## src/rtl/pc_seq_ctrl.sv

```systemverilog
// -----------------------------------------------------------------------------
// pc_seq_ctrl
//   Program-counter sequencing controller for the CPU core. Owns every PC
//   update: it selects the PC input mux source, strobes the PC write enable
//   and runs the instruction-fetch read handshake for the reset vector, the
//   opcode word, the extension words and the interrupt vector.
//
// Parameters
//   RESET_VEC  address of the reset vector word
//   IRQ_VEC    address of the maskable interrupt vector word
//   VEC_SHIFT  1: vector word is a word index, PC <- MDB<<1 (sel 1); 0: PC <- MDB (sel 0)
//   TIMEOUT    wait cycles without mem_rdy before a bus error (1..15)
//
// Ports
//   clk, rst       clock; synchronous active-high reset
//   mem_rdy        MDB valid for the outstanding read
//   dec_valid      decoder result valid; ext_words (0..2, 3 -> 2) sampled with it
//   exec_done      execute unit finished; pc_from_calc requests PC <- CALC_OUT
//   irq_req        masked level interrupt request, sampled at exec completion
//   pc_sel, pc_we  PC mux select (0 MDB,1 MDB<<1,2 CALC,3 hold,4 PC+2) / write enable
//   mem_rd         read request, held until mem_rdy
//   mab_vec_en     MAB from mab_vec (1) or PC (0); mab_vec = vector address
//   ir_load        load IR from MDB; ext_load = load extension register from MDB
//   irq_ack        pulse when the IRQ vector is written into PC
//   bus_err        pulse on mem_rdy timeout (controller restarts at reset vector)
// -----------------------------------------------------------------------------
module pc_seq_ctrl #(
   parameter logic [15:0] RESET_VEC = 16'hFFFE,
   parameter logic [15:0] IRQ_VEC   = 16'hFFF0,
   parameter int          VEC_SHIFT = 0,
   parameter logic [3:0]  TIMEOUT   = 4'd15
) (
   input  logic        clk,
   input  logic        rst,
   input  logic        mem_rdy,
   input  logic        dec_valid,
   input  logic [1:0]  ext_words,
   input  logic        exec_done,
   input  logic        pc_from_calc,
   input  logic        irq_req,
   output logic [2:0]  pc_sel,
   output logic        pc_we,
   output logic        mem_rd,
   output logic        mab_vec_en,
   output logic [15:0] mab_vec,
   output logic        ir_load,
   output logic        ext_load,
   output logic        irq_ack,
   output logic        bus_err
);

   typedef enum logic [2:0] {
      ST_RST_VEC = 3'd0,
      ST_FETCH   = 3'd1,
      ST_DECODE  = 3'd2,
      ST_EXT     = 3'd3,
      ST_EXEC    = 3'd4,
      ST_IRQ_VEC = 3'd5
   } state_t;

   localparam logic [2:0] SEL_MDB  = 3'd0;
   localparam logic [2:0] SEL_MDB1 = 3'd1;
   localparam logic [2:0] SEL_CALC = 3'd2;
   localparam logic [2:0] SEL_HOLD = 3'd3;
   localparam logic [2:0] SEL_INC2 = 3'd4;
   localparam logic [2:0] SEL_VEC  = (VEC_SHIFT != 0) ? SEL_MDB1 : SEL_MDB;

   state_t      state_q, state_d;
   // init_q covers the cycle following a reset edge: outputs stay at their
   // idle values until an edge samples rst low, then RST_VEC starts its read.
   logic        init_q, init_d;
   logic [3:0]  wait_q, wait_d;
   logic [1:0]  ext_cnt_q, ext_cnt_d;
   // gap_q forces one idle cycle of mem_rd between consecutive extension words
   logic        gap_q, gap_d;

   // Next-state, handshake counters and combinational outputs
   always_comb begin
      state_d    = state_q;
      init_d     = 1'b0;
      ext_cnt_d  = ext_cnt_q;
      gap_d      = gap_q;
      wait_d     = 4'd0;
      pc_sel     = SEL_HOLD;
      pc_we      = 1'b0;
      mem_rd     = 1'b0;
      mab_vec_en = 1'b0;
      mab_vec    = RESET_VEC;
      ir_load    = 1'b0;
      ext_load   = 1'b0;
      irq_ack    = 1'b0;
      bus_err    = 1'b0;

      if (init_q) begin
         state_d   = ST_RST_VEC;
         ext_cnt_d = 2'd0;
         gap_d     = 1'b0;
      end else begin
         case (state_q)
            ST_RST_VEC: begin
               mem_rd     = 1'b1;
               mab_vec_en = 1'b1;
               mab_vec    = RESET_VEC;
               if (mem_rdy) begin
                  pc_sel  = SEL_VEC;
                  pc_we   = 1'b1;
                  state_d = ST_FETCH;
               end else begin
                  state_d = ST_RST_VEC;
               end
            end
            ST_FETCH: begin
               mem_rd = 1'b1;
               if (mem_rdy) begin
                  ir_load = 1'b1;
                  pc_sel  = SEL_INC2;
                  pc_we   = 1'b1;
                  state_d = ST_DECODE;
               end else begin
                  state_d = ST_FETCH;
               end
            end
            ST_DECODE: begin
               gap_d = 1'b0;
               if (dec_valid) begin
                  case (ext_words)
                     2'd0: begin
                        ext_cnt_d = 2'd0;
                        state_d   = ST_EXEC;
                     end
                     2'd1: begin
                        ext_cnt_d = 2'd1;
                        state_d   = ST_EXT;
                     end
                     default: begin
                        // 2 and the illegal 3 both fetch two words
                        ext_cnt_d = 2'd2;
                        state_d   = ST_EXT;
                     end
                  endcase
               end else begin
                  state_d = ST_DECODE;
               end
            end
            ST_EXT: begin
               if (gap_q) begin
                  gap_d = 1'b0;
               end else begin
                  mem_rd = 1'b1;
                  if (mem_rdy) begin
                     ext_load  = 1'b1;
                     pc_sel    = SEL_INC2;
                     pc_we     = 1'b1;
                     ext_cnt_d = ext_cnt_q - 2'd1;
                     if (ext_cnt_q <= 2'd1) begin
                        state_d = ST_EXEC;
                        gap_d   = 1'b0;
                     end else begin
                        gap_d = 1'b1;
                     end
                  end else begin
                     gap_d = 1'b0;
                  end
               end
            end
            ST_EXEC: begin
               if (exec_done) begin
                  if (pc_from_calc) begin
                     pc_sel = SEL_CALC;
                     pc_we  = 1'b1;
                  end else begin
                     pc_sel = SEL_HOLD;
                  end
                  state_d = irq_req ? ST_IRQ_VEC : ST_FETCH;
               end else begin
                  state_d = ST_EXEC;
               end
            end
            ST_IRQ_VEC: begin
               mem_rd     = 1'b1;
               mab_vec_en = 1'b1;
               mab_vec    = IRQ_VEC;
               if (mem_rdy) begin
                  pc_sel  = SEL_VEC;
                  pc_we   = 1'b1;
                  irq_ack = 1'b1;
                  state_d = ST_FETCH;
               end else begin
                  state_d = ST_IRQ_VEC;
               end
            end
            default: begin
               state_d = ST_RST_VEC;
            end
         endcase

         // Timeout: the wait count is the number of earlier unanswered
         // request cycles, so the TIMEOUT-th unanswered cycle raises bus_err.
         if (mem_rd && !mem_rdy) begin
            if (wait_q == (TIMEOUT - 4'd1)) begin
               bus_err   = 1'b1;
               state_d   = ST_RST_VEC;
               ext_cnt_d = 2'd0;
               gap_d     = 1'b0;
               wait_d    = 4'd0;
            end else begin
               wait_d = wait_q + 4'd1;
            end
         end else begin
            wait_d = 4'd0;
         end
      end
   end

   // State and counter registers with synchronous reset
   always_ff @(posedge clk) begin
      if (rst) begin
         state_q   <= ST_RST_VEC;
         init_q    <= 1'b1;
         wait_q    <= 4'd0;
         ext_cnt_q <= 2'd0;
         gap_q     <= 1'b0;
      end else begin
         state_q   <= state_d;
         init_q    <= init_d;
         wait_q    <= wait_d;
         ext_cnt_q <= ext_cnt_d;
         gap_q     <= gap_d;
      end
   end

endmodule

```

## config.mk

```make
export PLATFORM = sky130hd
export DESIGN_NAME = pc_seq_ctrl
export DESIGN_NICKNAME = d
export VERILOG_FILES = /design/src/rtl/pc_seq_ctrl.sv
export SDC_FILE = /design/constraint.sdc
export NUM_CORES = 1
export LEC_CHECK = 0
export BUFFER_PORTS_ARGS = -buffer_cell sky130_fd_sc_hd__buf_2
export CAP_MARGIN = 5
export CORE_MARGIN = 2
export CORE_UTILIZATION = 40
export DETAILED_ROUTE_END_ITERATION = 6
export GPL_ROUTABILITY_DRIVEN = 0
export PLACE_DENSITY_LB_ADDON = 0.05
export SYNTH_ARGS = -nofsm -noshare
export SYNTH_HDL_FRONTEND = slang
export SYNTH_SLANG_ARGS = --single-unit
```

## constraint.sdc

```tcl
create_clock -name clk -period 1.37 [get_ports clk]
set_input_delay 0.137 -clock clk [delete_from_list [all_inputs] [get_ports clk]]
set_output_delay 0.137 -clock clk [all_outputs]
set_load 0.05 [all_outputs]
```

# --- Yosys cells after proc, flatten, opt, wreduce, memory -nomap -nowiden ---
# Cells that the tools add are included.
word_totals:
  latchBits: 0
  output_inout_bits: 26
  ramBits: 0
  input_bits: 9
  mem_bits_ro: 0
  wordCells: 81
  register_bits: 11
  mem_count: 0
classes:
  div: 0
  n_shift: 0
  bitwise_logic: 1
  mul: 0
  reduce_logical: 8
  n_lt_le_gt_ge: 1
  n_eq_ne: 7
  mux: 57
  addsub: 2
ops:
  columns: ["cell", "count"]
  rows:
  - ["3-bit two-way mux", 13]
  - ["1-bit two-way mux", 28]
  - ["3-bit case mux with 6 select lines", 1]
  - ["2-bit two-way mux", 7]
  - ["3-bit case mux with 4 select lines", 1]
  - ["4-bit two-way mux", 2]
  - ["2-bit case mux with 2 select lines", 2]
  - ["3-bit by 2-bit == test with 1-bit output (second input constant)", 2]
  - ["3-bit == test (second input constant)", 2]
  - ["4-bit by 1-bit adder with 4-bit output (second input constant)", 1]
  - ["4-bit == test (second input constant)", 1]
  - ["1-bit case mux with 2 select lines", 2]
  - ["2-bit OR reduction", 2]
  - ["4-bit OR reduction", 1]
  - ["3-bit by 1-bit == test with 1-bit output (second input constant)", 1]
  - ["3-bit zero test", 1]
  - ["1-bit case mux with 3 select lines", 1]
  - ["3-bit OR reduction", 1]
  - ["2-bit by 1-bit == test with 1-bit output (second input constant)", 1]
  - ["2-bit by 1-bit less-or-equal comparator with 1-bit output (second input constant)", 1]
  - ["2-bit zero test", 1]
  - ["2-bit by 1-bit subtractor with 2-bit output (second input constant)", 1]
  - ["1-bit logical AND", 1]
  - ["1-bit zero test", 1]
  - ["1-bit inverter", 1]

# --- Depth between registers and ports, before layout ---
logic_depth:
  word_depth: 7
  depth_mapped: 6

# --- Least setup slack after synthesis ---
# No wires, ideal clock.
synth_path:
  path_type: "register to output"
  from: "register state_q[1]"
  to: "output pc_sel[2]"
  slack_ps: -1732
  path_stages_with_launch: 3
  arrival_time_ps: 2965
  path_cell_list: "dfxtp_1 clkbuf_1 a2111oi_0"
synth_between:
  elab_chain_cells: 4
synth_lines:
  columns: ["element", "line_no", "source"]
  rows:
  - ["from (decl)", "68", "state_t state_q, state_d;"]
  - ["from (signal assigned)", "224", "state_q <= state_d;"]
  - ["3-bit == test / 3-bit zero test (equally long branches)", "99", "case (state_q)"]
  - ["2-bit OR reduction (no line)", null, null]
  - ["3-bit case mux with 4 select lines (*)", "99", null]
  - ["3-bit two-way mux (*)", "94", "if (init_q) begin"]
  - ["to (decl)", "41", "output logic [2:0] pc_sel,"]
# Mark *: on every way between the ends. The rest lies on a longest branch, timed or not.

# --- Worst setup path in the final report ---
layout_path:
  from: "register state_q[2]"
  to: "output pc_sel[0]"
# The elaborated chain is that of the path after synthesis.

==> results.md <==
* Switching share of total power at 0.360
* FF-to-FF End: state_q[0]$_SDFF_PP0_
* Initial core utilization at 0.431
* Tot Pwr at 0.828 mW
* DP HPWL at 1660 um
* Nets at 171
* WL final at 2410 um
* Vias at 926
* Cell area after synthesis at 853 um2
* Status: finished with violations
* Max-cap violations at 0
* Worst Min Path Start: ext_words[0]
* R2r startpoint: state_q[2]$_SDFF_PP0_
* Top achievable clock speed at 0.532 GHz
* Most frequent cells in the layout: buf_4 (25), buf_6 (20), conb_1 (13), nor2_1 (8), buf_2 (8)
* Initial antenna violation count at 0
* # diodes at 0
* Crit Path Class: reg -> out
* Synth top area share at 0.258
* Register share of total power at 0.398
* Final Skew at 0.00191 ns
* Final worst-path cycle share at 1.37
* Vias in the first global route at 902
* Syn Inst Count at 107
* Crit-path cells: or3b_4, a21oi_2, nor2_2, or3_4, buf_6
* Worst min path class: in -> reg
* # fillers at 146
* Final worst slack at -0.510 ns
* Clock Pin Slew Worst Setup and Hold Paths at 0.07 ns
* Slew Viols, Final at 0
* Setup TNS at -5.94 ns
* Worst reg2reg setup slack at -0.33 ns
* Largest net degree at the start of global routing at 7
* I/O pins at 35
* Detailed-route vias per instance at 5.01
* R2R depth at 8
* # clock sinks at 11
* Post-synth cell types at 40
* Ys Warns at 0
* Main synth FF type: dfxtp_1
* Critical Path RT at 1.23 ns
* RSZ-0062 raised after global routing: yes
* H-tree depth at 1
* Place WS at -0.235 ns
* CP startpoint kind: flip-flop
* Hold Path Depth at 3
* Hold Vio Cnt, Final at 0
* Clock power frac at 0.261
* Critical Path Fanout Max at 3
* Count of state elements after synthesis at 11
* Final ANT Viol Nets at 0
* Most common cell after layout, fill and taps aside: buf_4
* Tot GR Track Use at 0.210
* Cell taking the most area after synthesis: dfxtp_1
* Fin crit period at 1.88 ns
* Switch Pwr at 0.298 mW
* Drt wl/cell at 13.0 um
* DRT iter0 DRCs at 16
* Slowest-stage cell, CP: or3b_4
* Multi-input logic area at 678 um2
* Crit. End Element: output port
* Placement Rows at 16
* Area Growth Syn to Fin at 71.1%
* Clk root buf: clkbuf_4
* Clk buf depth at 2
* Leakage at 0.627 nW
* Int Pwr at 0.530 mW
* I/O Buffers at 21
* Sequential area share after synthesis at 0.258
* Gate power share at 0.341
* Hold path endpoint: ext_cnt_q[0]$_SDFF_PP0_
* Core area at 1980 um2
* Die Ht at 50.2 um
* Die X at 50.2 um
* Peak supply drop at 0.710 mV
* First-pass GRT wire length at 4080 um
* Pre-antenna DRT Iters at 4
* Aggregate global routing overflow at 0
* Die area at 2520 um2
* Top post-synthesis cells by area: dfxtp_1 (26%), buf_4 (13%), nor2_1 (5.3%)
* Syn Area/Cell at 7.97 um2
* Pwr dens at 567 nW/um2
* CTS tree: yes
* Post-synth EDFFs at 0
* DRC violations left at 0
* Failing checks: setup timing
* Worst skew pair latency at 0.26 ns
* Post-synth ARST share at 0
* Final Setup Violations at 23
* WP data arrival at 1.74 ns
* CP peak stage delay at 0.40 ns
* Layout cells sized above 1 at 0.563
* FF/Latch Area at 225 um2
* Total CTS buffers at 3
cell families (layout without fill, tap and decap cells):
family          count (synthesis)  after routing  share of synthesized area
buf+inv                        24             64                      0.182
fa+ha+maj                       3              3                     0.0440
xor+xnor                        2              2                     0.0205
other cells                     2             13                    0.00880
flops                          11             11                      0.258
simple gates                   46             46                      0.305
compound gates                 19             19                      0.182
power groups by stage:
| stage | combinational (mW) | clock, mW | sequential, mW |
|---|---|---|---|
| 6_report | 0.282 | 0.216 | 0.329 |
| 5_1_grt | 0.296 | 0.244 | 0.330 |
| 4_1_cts | 0.272 | 0.229 | 0.329 |
| 3_5_place_dp | 0.233 | 0 | 0.337 |
| 3_3_place_gp | 0.231 | 0 | 0.336 |
| 2_1_floorplan | 0.207 | 0 | 0.335 |
critical path, delay by kind of cell (launching register included):
kind	cells	cell delay, ns
flops	1	0.32
buf+inv	1	0.16
compound gates	1	0.15
simple gates	3	0.86
per-layer routing:
| metal | wire [um] | track usage | vias up |
|---|---|---|---|
| li1 | - | - | 447 |
| met1 | 1020 | 0.269 | 456 |
| met2 | 1300 | 0.371 | 21 |
| met3 | 68 | 0.0268 | 2 |
| met4 | 27 | 0.0463 | 0 |
| met5 | 0 | 0 | - |
cells in the mapped netlist (2+ instances only):
| library cell | count |
|---|---|
| buf_4 | 15 |
| dfxtp_1 | 11 |
| nand2_1 | 2 |
| nand3b_1 | 2 |
| ha_1 | 3 |
| nor2_1 | 12 |
| nor4_1 | 4 |
| nand3_1 | 5 |
| a21oi_1 | 5 |
| and2_1 | 3 |
| clkbuf_1 | 2 |
| nand2b_1 | 3 |
| nor3_1 | 2 |
| conb_1 | 2 |
| nor2b_1 | 5 |
| and2b_1 | 2 |
| or3_1 | 2 |
| inv_1 | 5 |
worst max-delay path by stage:
stage | from | cells after the start | to | slack, ns
finish | state_q[2]$_SDFF_PP0_ | 5 | pc_sel[0] | -0.51
global route | state_q[2]$_SDFF_PP0_ | 5 | pc_sel[0] | -0.56
CTS | state_q[2]$_SDFF_PP0_ | 5 | pc_sel[0] | -0.50
detailed placement | gap_q$_SDFF_PP0_ | 5 | pc_sel[0] | -0.23
global placement | gap_q$_SDFF_PP0_ | 5 | pc_sel[0] | -0.20
floorplan | state_q[2]$_SDFF_PP0_ | 4 | irq_ack | -0.35
registers in the layout, indices dropped and copies added, names as in the netlist:
name	flops
wait_q	4
ext_cnt_q	2
state_q	3
init_q	1
gap_q	1
through the flow:
step | hold slack, ns | cells | utilization | instance area (um2)
6_report | 0.178 | 185 | 0.737 | 1460
3_3_place_gp | 0.256 | 170 | 0.588 | 1170
5_1_grt | 0.196 | 185 | 0.737 | 1460
4_1_cts | 0.178 | 184 | 0.722 | 1430
2_1_floorplan | 0.165 | 118 | - | 1000
3_5_place_dp | 0.262 | 170 | 0.588 | 1170
layout make-up:
class / count / share of cell area
timing repair buffer: 55 / 0.327
multi-input combinational: 83 / 0.464
sequential: 11 / 0.154
clock buffer: 4 / 0.0180
tap: 27 / 0.0231
inverter: 5 / 0.0129
repair_timing:
action	4_1_cts	5_1_grt
hold buffers	1	0
pin swaps	17	9
resized for setup	49	8
buffers inserted	9	2
endpoints found under the setup margin	23	23
endpoints found under the hold margin	1	0
(Power assumes the default switching activity.)
